<file path="config.mk">
export PLATFORM = sky130hd
export DESIGN_NAME = divisor_seq
export DESIGN_NICKNAME = d
export VERILOG_FILES = /design/src/rtl/divisor_seq_pkg.sv /design/src/rtl/Subtractor.sv /design/src/rtl/divisor_seq.sv
export SDC_FILE = /design/constraint.sdc
export NUM_CORES = 1
export LEC_CHECK = 0
export ABC_AREA = 1
export CORE_MARGIN = 8
export CORE_UTILIZATION = 44
export DETAILED_ROUTE_END_ITERATION = 7
export HOLD_SLACK_MARGIN = 0.15
export PLACE_DENSITY_LB_ADDON = 0.1
export SLEW_MARGIN = 20
export SYNTH_ARGS = -nofsm -noshare
export SYNTH_HDL_FRONTEND = slang
export SYNTH_SLANG_ARGS = --single-unit
</file>
<file path="constraint.sdc">
create_clock -name i_clk -period 6.75 [get_ports i_clk]
set_clock_uncertainty 0.15 [all_clocks]
set_input_delay 1.0125 -clock i_clk [delete_from_list [all_inputs] [get_ports i_clk]]
set_output_delay 1.0125 -clock i_clk [all_outputs]
set_load 0.01 [all_outputs]
</file>
<file path="src/rtl/divisor_seq_pkg.sv">
// rtl/divisor_seq_pkg.sv - shared constants and state encoding for the sequential divider
package divisor_seq_pkg;

  // Operand width: the divisor, quotient and remainder are all this wide.
  // The dividend is twice as wide.
  localparam int OP_W = 16;

  // Number of restoring steps, one per quotient bit.
  localparam int N_STEPS = 16;

  // Width of the step counter.
  localparam int CNT_W = $clog2(N_STEPS);

  // Width of the partial-remainder compare/subtract, which is one bit wider than an operand.
  localparam int SUB_W = OP_W + 1;

  // Width of the working register: the dividend plus one guard bit.
  localparam int P_W = 2 * OP_W + 1;

  typedef enum logic [1:0] {
    S_IDLE  = 2'd0,
    S_CHECK = 2'd1,
    S_DIV   = 2'd2,
    S_DONE  = 2'd3
  } state_t;

  // Returns the counter value at which the final restoring step runs.
  function automatic logic [CNT_W-1:0] last_step();
    return CNT_W'(N_STEPS - 1);
  endfunction

endpackage

</file>
<file path="src/rtl/Subtractor.sv">
// rtl/Subtractor.sv - combinational 17-bit unsigned compare/subtract
//
// Purpose : computes i_a - i_b and reports whether i_a >= i_b.
// Ports   : i_a         minuend (17 bits)
//           i_b         subtrahend (17 bits)
//           o_diff      i_a - i_b, modulo 2^17
//           o_no_borrow 1 when i_a >= i_b (unsigned)
module Subtractor
  import divisor_seq_pkg::*;
(
  input  logic [SUB_W-1:0] i_a,
  input  logic [SUB_W-1:0] i_b,
  output logic [SUB_W-1:0] o_diff,
  output logic             o_no_borrow
);

  // The extra top bit of the widened subtraction is the borrow out.
  logic [SUB_W:0] w_full;

  assign w_full      = {1'b0, i_a} - {1'b0, i_b};
  assign o_diff      = w_full[SUB_W-1:0];
  assign o_no_borrow = ~w_full[SUB_W];

endmodule

</file>
<file path="src/rtl/divisor_seq.sv">
// rtl/divisor_seq.sv - sequential 32/16 restoring divider with overflow detection
//
// Purpose : divides a 32-bit unsigned dividend by a 16-bit unsigned divisor,
//           one quotient bit per cycle, and flags an overflow when the quotient
//           would not fit in 16 bits or the divisor is zero.
// Ports   : i_clk        clock, rising edge
//           i_rst        synchronous active-high reset
//           i_st         start request, sampled only in IDLE
//           i_dividendo  dividend, captured on an accepted start
//           i_divisor    divisor, captured on an accepted start
//           o_quociente  quotient, valid from o_done until the next accepted start
//           o_resto      remainder, with the same validity as o_quociente
//           o_v          overflow flag, with the same validity as o_quociente
//           o_idle       high only in IDLE
//           o_done       high only in DONE, for exactly one cycle
module divisor_seq
  import divisor_seq_pkg::*;
(
  input  logic              i_clk,
  input  logic              i_rst,
  input  logic              i_st,
  input  logic [2*OP_W-1:0] i_dividendo,
  input  logic [OP_W-1:0]   i_divisor,
  output logic [OP_W-1:0]   o_quociente,
  output logic [OP_W-1:0]   o_resto,
  output logic              o_v,
  output logic              o_idle,
  output logic              o_done
);

  state_t r_state;
  state_t w_state_next;

  logic [P_W-1:0]   r_p;
  logic [OP_W-1:0]  r_d;
  logic [CNT_W-1:0] r_cnt;
  logic [OP_W-1:0]  r_q;
  logic [OP_W-1:0]  r_r;
  logic             r_v;

  logic [SUB_W-1:0] w_sub_a;
  logic [SUB_W-1:0] w_sub_b;
  logic [SUB_W-1:0] w_diff;
  logic             w_no_borrow;
  logic [P_W-1:0]   w_p_shift;
  logic [P_W-1:0]   w_p_step;
  logic             w_last;

  // One subtractor is shared by the overflow check and the restoring steps.
  // In CHECK it compares the upper dividend half (P[32] is still zero) with D;
  // in DIV it compares the upper part of P as it will be after the left shift.
  assign w_sub_a = (r_state == S_CHECK) ? r_p[P_W-1:OP_W] : r_p[P_W-2:OP_W-1];
  assign w_sub_b = {1'b0, r_d};

  Subtractor u_subtractor (
    .i_a         (w_sub_a),
    .i_b         (w_sub_b),
    .o_diff      (w_diff),
    .o_no_borrow (w_no_borrow)
  );

  // One restoring step: shift left, then subtract D from the top 17 bits and
  // shift in a quotient 1 when it fits, otherwise keep the shifted value and
  // shift in a 0.
  assign w_p_shift = {r_p[P_W-2:0], 1'b0};

  always_comb begin
    w_p_step = w_p_shift;
    if (w_no_borrow) begin
      w_p_step = {w_diff, w_p_shift[OP_W-1:1], 1'b1};
    end
  end

  assign w_last = (r_cnt == last_step());

  // State register.
  always_ff @(posedge i_clk) begin
    if (i_rst) begin
      r_state <= S_IDLE;
    end else begin
      r_state <= w_state_next;
    end
  end

  // Next-state logic.
  always_comb begin
    w_state_next = r_state;
    case (r_state)
      S_IDLE: begin
        if (i_st) begin
          w_state_next = S_CHECK;
        end
      end
      S_CHECK: begin
        // P[31:16] >= D also catches D == 0.
        w_state_next = w_no_borrow ? S_DONE : S_DIV;
      end
      S_DIV: begin
        if (w_last) begin
          w_state_next = S_DONE;
        end
      end
      S_DONE: begin
        w_state_next = S_IDLE;
      end
      default: begin
        w_state_next = S_IDLE;
      end
    endcase
  end

  // Datapath registers.
  always_ff @(posedge i_clk) begin
    if (i_rst) begin
      r_p   <= '0;
      r_d   <= '0;
      r_cnt <= '0;
      r_q   <= '0;
      r_r   <= '0;
      r_v   <= 1'b0;
    end else begin
      case (r_state)
        S_IDLE: begin
          if (i_st) begin
            r_p   <= {1'b0, i_dividendo};
            r_d   <= i_divisor;
            r_cnt <= '0;
            r_v   <= 1'b0;
          end
        end
        S_CHECK: begin
          if (w_no_borrow) begin
            r_v <= 1'b1;
            r_q <= '0;
            r_r <= '0;
          end
        end
        S_DIV: begin
          r_p   <= w_p_step;
          r_cnt <= r_cnt + CNT_W'(1);
          if (w_last) begin
            r_q <= w_p_step[OP_W-1:0];
            r_r <= w_p_step[2*OP_W-1:OP_W];
          end
        end
        default: begin
        end
      endcase
    end
  end

  assign o_quociente = r_q;
  assign o_resto     = r_r;
  assign o_v         = r_v;
  assign o_idle      = (r_state == S_IDLE);
  assign o_done      = (r_state == S_DONE);

endmodule
</file>
==> flow_metrics.tcl <==
set metrics [dict create \
    grt_overflow 0 \
    whs_ps 313 \
    hold_viol_final 0 \
    placedCellCount 1023 \
    synth.avg_cell_area_um2 6.34 \
    start_kind "flip-flop" \
    final_design_area_no_fill_um2 6390 \
    crit_path_max_incr_delay_ps 610 \
    crit_required_ps 6830 \
    portBuffers 85 \
    core_area_um2 11900 \
    synth_cell_type_count 32 \
    min_delay_path_depth 2 \
    rrSetupSlack_ps 2880 \
    yosysMostFrequentCell "nand2_1" \
    synthArstFlopShare 0 \
    cts_root_buf "clkbuf_16" \
    post-route-period-util 0.574 \
    reg2reg_depth 17 \
    crit_slowest_cell "ha_2" \
    path_clk_slew_ps 70 \
    fin_cells 1039 \
    finalSetupTns_ps 0 \
    status "finished, final reports clean" \
    htree_levels 3 \
    hold_end "r_d[9]" \
    drtIter0Drc 434 \
    synth.area.top_cells "dfxtp_1, nand2_1, a21oi_1" \
    antenna_left 0 \
    routed_via_density 5.14 \
    grt_max_degree 54 \
    synth_adder_area_share 0.0537 \
    syn_to_final_growth_pct 21.4 \
    num_vias 5339 \
    crit_family "simple AND/OR/NAND/NOR gates" \
    peakVddDrop_v 0.000354 \
    fin_nets 960 \
    grt_pass1_wl_mm 25.7 \
    criticalPathCategory "reg2reg" \
    final_core_util 0.539 \
    synthSimpleGateAreaFrac 0.283 \
    placed_cell_area_um2 6120 \
    arrival_ps 3960 \
    dieArea_um2 15700 \
    synth_top_area_frac 0.335 \
    grt_pass1_vias 5063 \
    clk_latency_ps 350 \
    synth-seq-cells 88 \
    synth_commonest_cells "nand2_1, inv_1, a21oi_1" \
    maxSlewHeadroom 0.514 \
    row_count 40 \
    totalWireLength_mm 15.8 \
    syn_inst 830 \
    leakage_nw 2.98 \
    cts_made_buffers 9 \
    cts_tree "done" \
    crit_path_end_kind "flip-flop" \
    first_pass_iters 5 \
    synth_compound_area_frac 0.181 \
    p_per_area_nw_per_um2 574 \
    drive_gt1_frac 0.0370 \
    ioPinCount 86 \
    syn-num-nets 903 \
    drv_cap 0 \
    cp.buffers_inverters 4 \
    drc_errors 0 \
    rr_startpoint "r_state[1]" \
    hp-start "r_d[9]" \
    crit_path_frequent_cell "nand2_1" \
    p_total_mw 3.67 \
    rsz0062_at_grt "false" \
    grt_usage 0.201 \
    r2r_end "o_resto[10]" \
    holdBufCountCts 0 \
    synth.mux.area_fraction 0 \
    cts_setup_buffers 0 \
    synthesis.area_um2 5270 \
    die-width_um 125 \
    cp_max_fo 51 \
    setup_violations 0 \
    antenna_found_initial 0 \
    clockBufferDepth 2 \
    ys_seq_area_frac 0.335 \
    synth_edf_count 0 \
    tightest_slew_ps 726 \
    clock_sinks 88 \
    fin_ws_ps 2880 \
    die_h_um 125 \
    post_cts_resized 0 \
    slew_viol_final 0 \
    place_ws_ps 2470 \
    initial_core_util 0.444 \
    synthFlopType "dfxtp_1" \
    netlist.top_cell.by_area "dfxtp_1" \
    globalplace.congestion 0.916 \
    hp-class "reg2reg" \
    hpwlAfterDp_mm 11.8 \
    wl_per_cell_um 15.2 \
    max_clock_freq_mhz 258 \
    cp_cell_sequence "inv_1 > ha_2 > inv_2 > nand2_1 > o21ai_0 > ha_1 > nand2_1 > inv_2 > nand2_1 > nand2_1 > nand3_1 > nand2_2 > clkinv_4 > nand3_4 > nand3_4 > a21oi_1 > nor2_1" \
    synth_top_family_by_area "simple AND/OR/NAND/NOR gates" \
    yosys_warnings 0 \
    fin_crit_ps 3870 \
    synth_xor_area_frac 0.00998 \
    diodes 0 \
]
## layout by cell type (no fill, tap or decap), drive strengths merged
master,Yosys,final
clkbuf,27,12
xnor2,3,3
dfxtp,88,88
buf,16,4
clkinvlp,0,1
nand3,50,50
nand3b,2,2
clkinv,1,4
a31oi,4,4
fa,1,1
nor2,44,44
nor3,6,6
clkdlybuf4s50,0,85
ha,21,21
o21ai,71,71
nand4,16,16
nand2,223,223
a211oi,1,1
a21oi,113,113
xor2,3,3
inv,132,132
and2,1,1
nor2b,6,6
or2,1,1
## worst reg2reg max path, stage by stage, from the launching register on
cell	delay, ps
dfxtp_1	330
inv_1	120
ha_2	610
inv_2	150
nand2_1	80
o21ai_0	140
ha_1	400
nand2_1	130
inv_2	80
nand2_1	50
nand2_1	110
nand3_1	100
nand2_2	90
clkinv_4	140
nand3_4	210
nand3_4	470
a21oi_1	340
nor2_1	60
## layout make-up
cell class,instances,area (µm²)
flip-flops and latches,88,1760
inverters,133,504
clock buffers,12,246
repair buffers,89,881
clock inverters,4,30.0
well taps,147,184
multi-input cells,566,2790
fillers,1236,5470
## power breakdown
part           switching, mW  internal, mW  leakage [nW]  total (mW)
clock                  0.217         0.261         0.133       0.478
combinational           1.61         0.803          2.13        2.41
sequential             0.102         0.684         0.724       0.785
## worst max path at each step
| stage | start | to | depth (start not counted) |
|---|---|---|---|
| detailed placement | r_state[1] | o_resto[10] | 15 |
| finish | r_state[1] | o_resto[10] | 17 |
| global placement | r_state[1] | o_resto[8] | 15 |
| CTS | r_state[1] | o_resto[10] | 15 |
| global route | r_state[1] | o_resto[10] | 17 |
| floorplan | r_state[1] | o_quociente[1] | 17 |
## logic make-up (layout without fill, tap and decap cells)
kind of cell / count (synthesis) / in the layout
buffers and inverters: 176 / 238
AND/OR/NAND/NOR: 349 / 349
adder cells (fa/ha/maj): 22 / 22
XOR/XNOR: 6 / 6
flip-flops: 88 / 88
AO/OA/AOI/OAI: 189 / 189
## registers in the layout, summed over array words and instances, names as in the netlist
name,count
r_p,33
r_d,16
o_quociente,16
o_resto,16
o_v,1
r_cnt,4
r_state,2
## per-layer routing
layer,vias to the layer above,global-route usage,wire [µm]
met5,-,0,0
met4,0,0.0595,294
met3,25,0.0484,743
met2,146,0.343,7600
met1,2415,0.244,7160
li1,2753,-,-
Power figures use the tool's default switching activity.
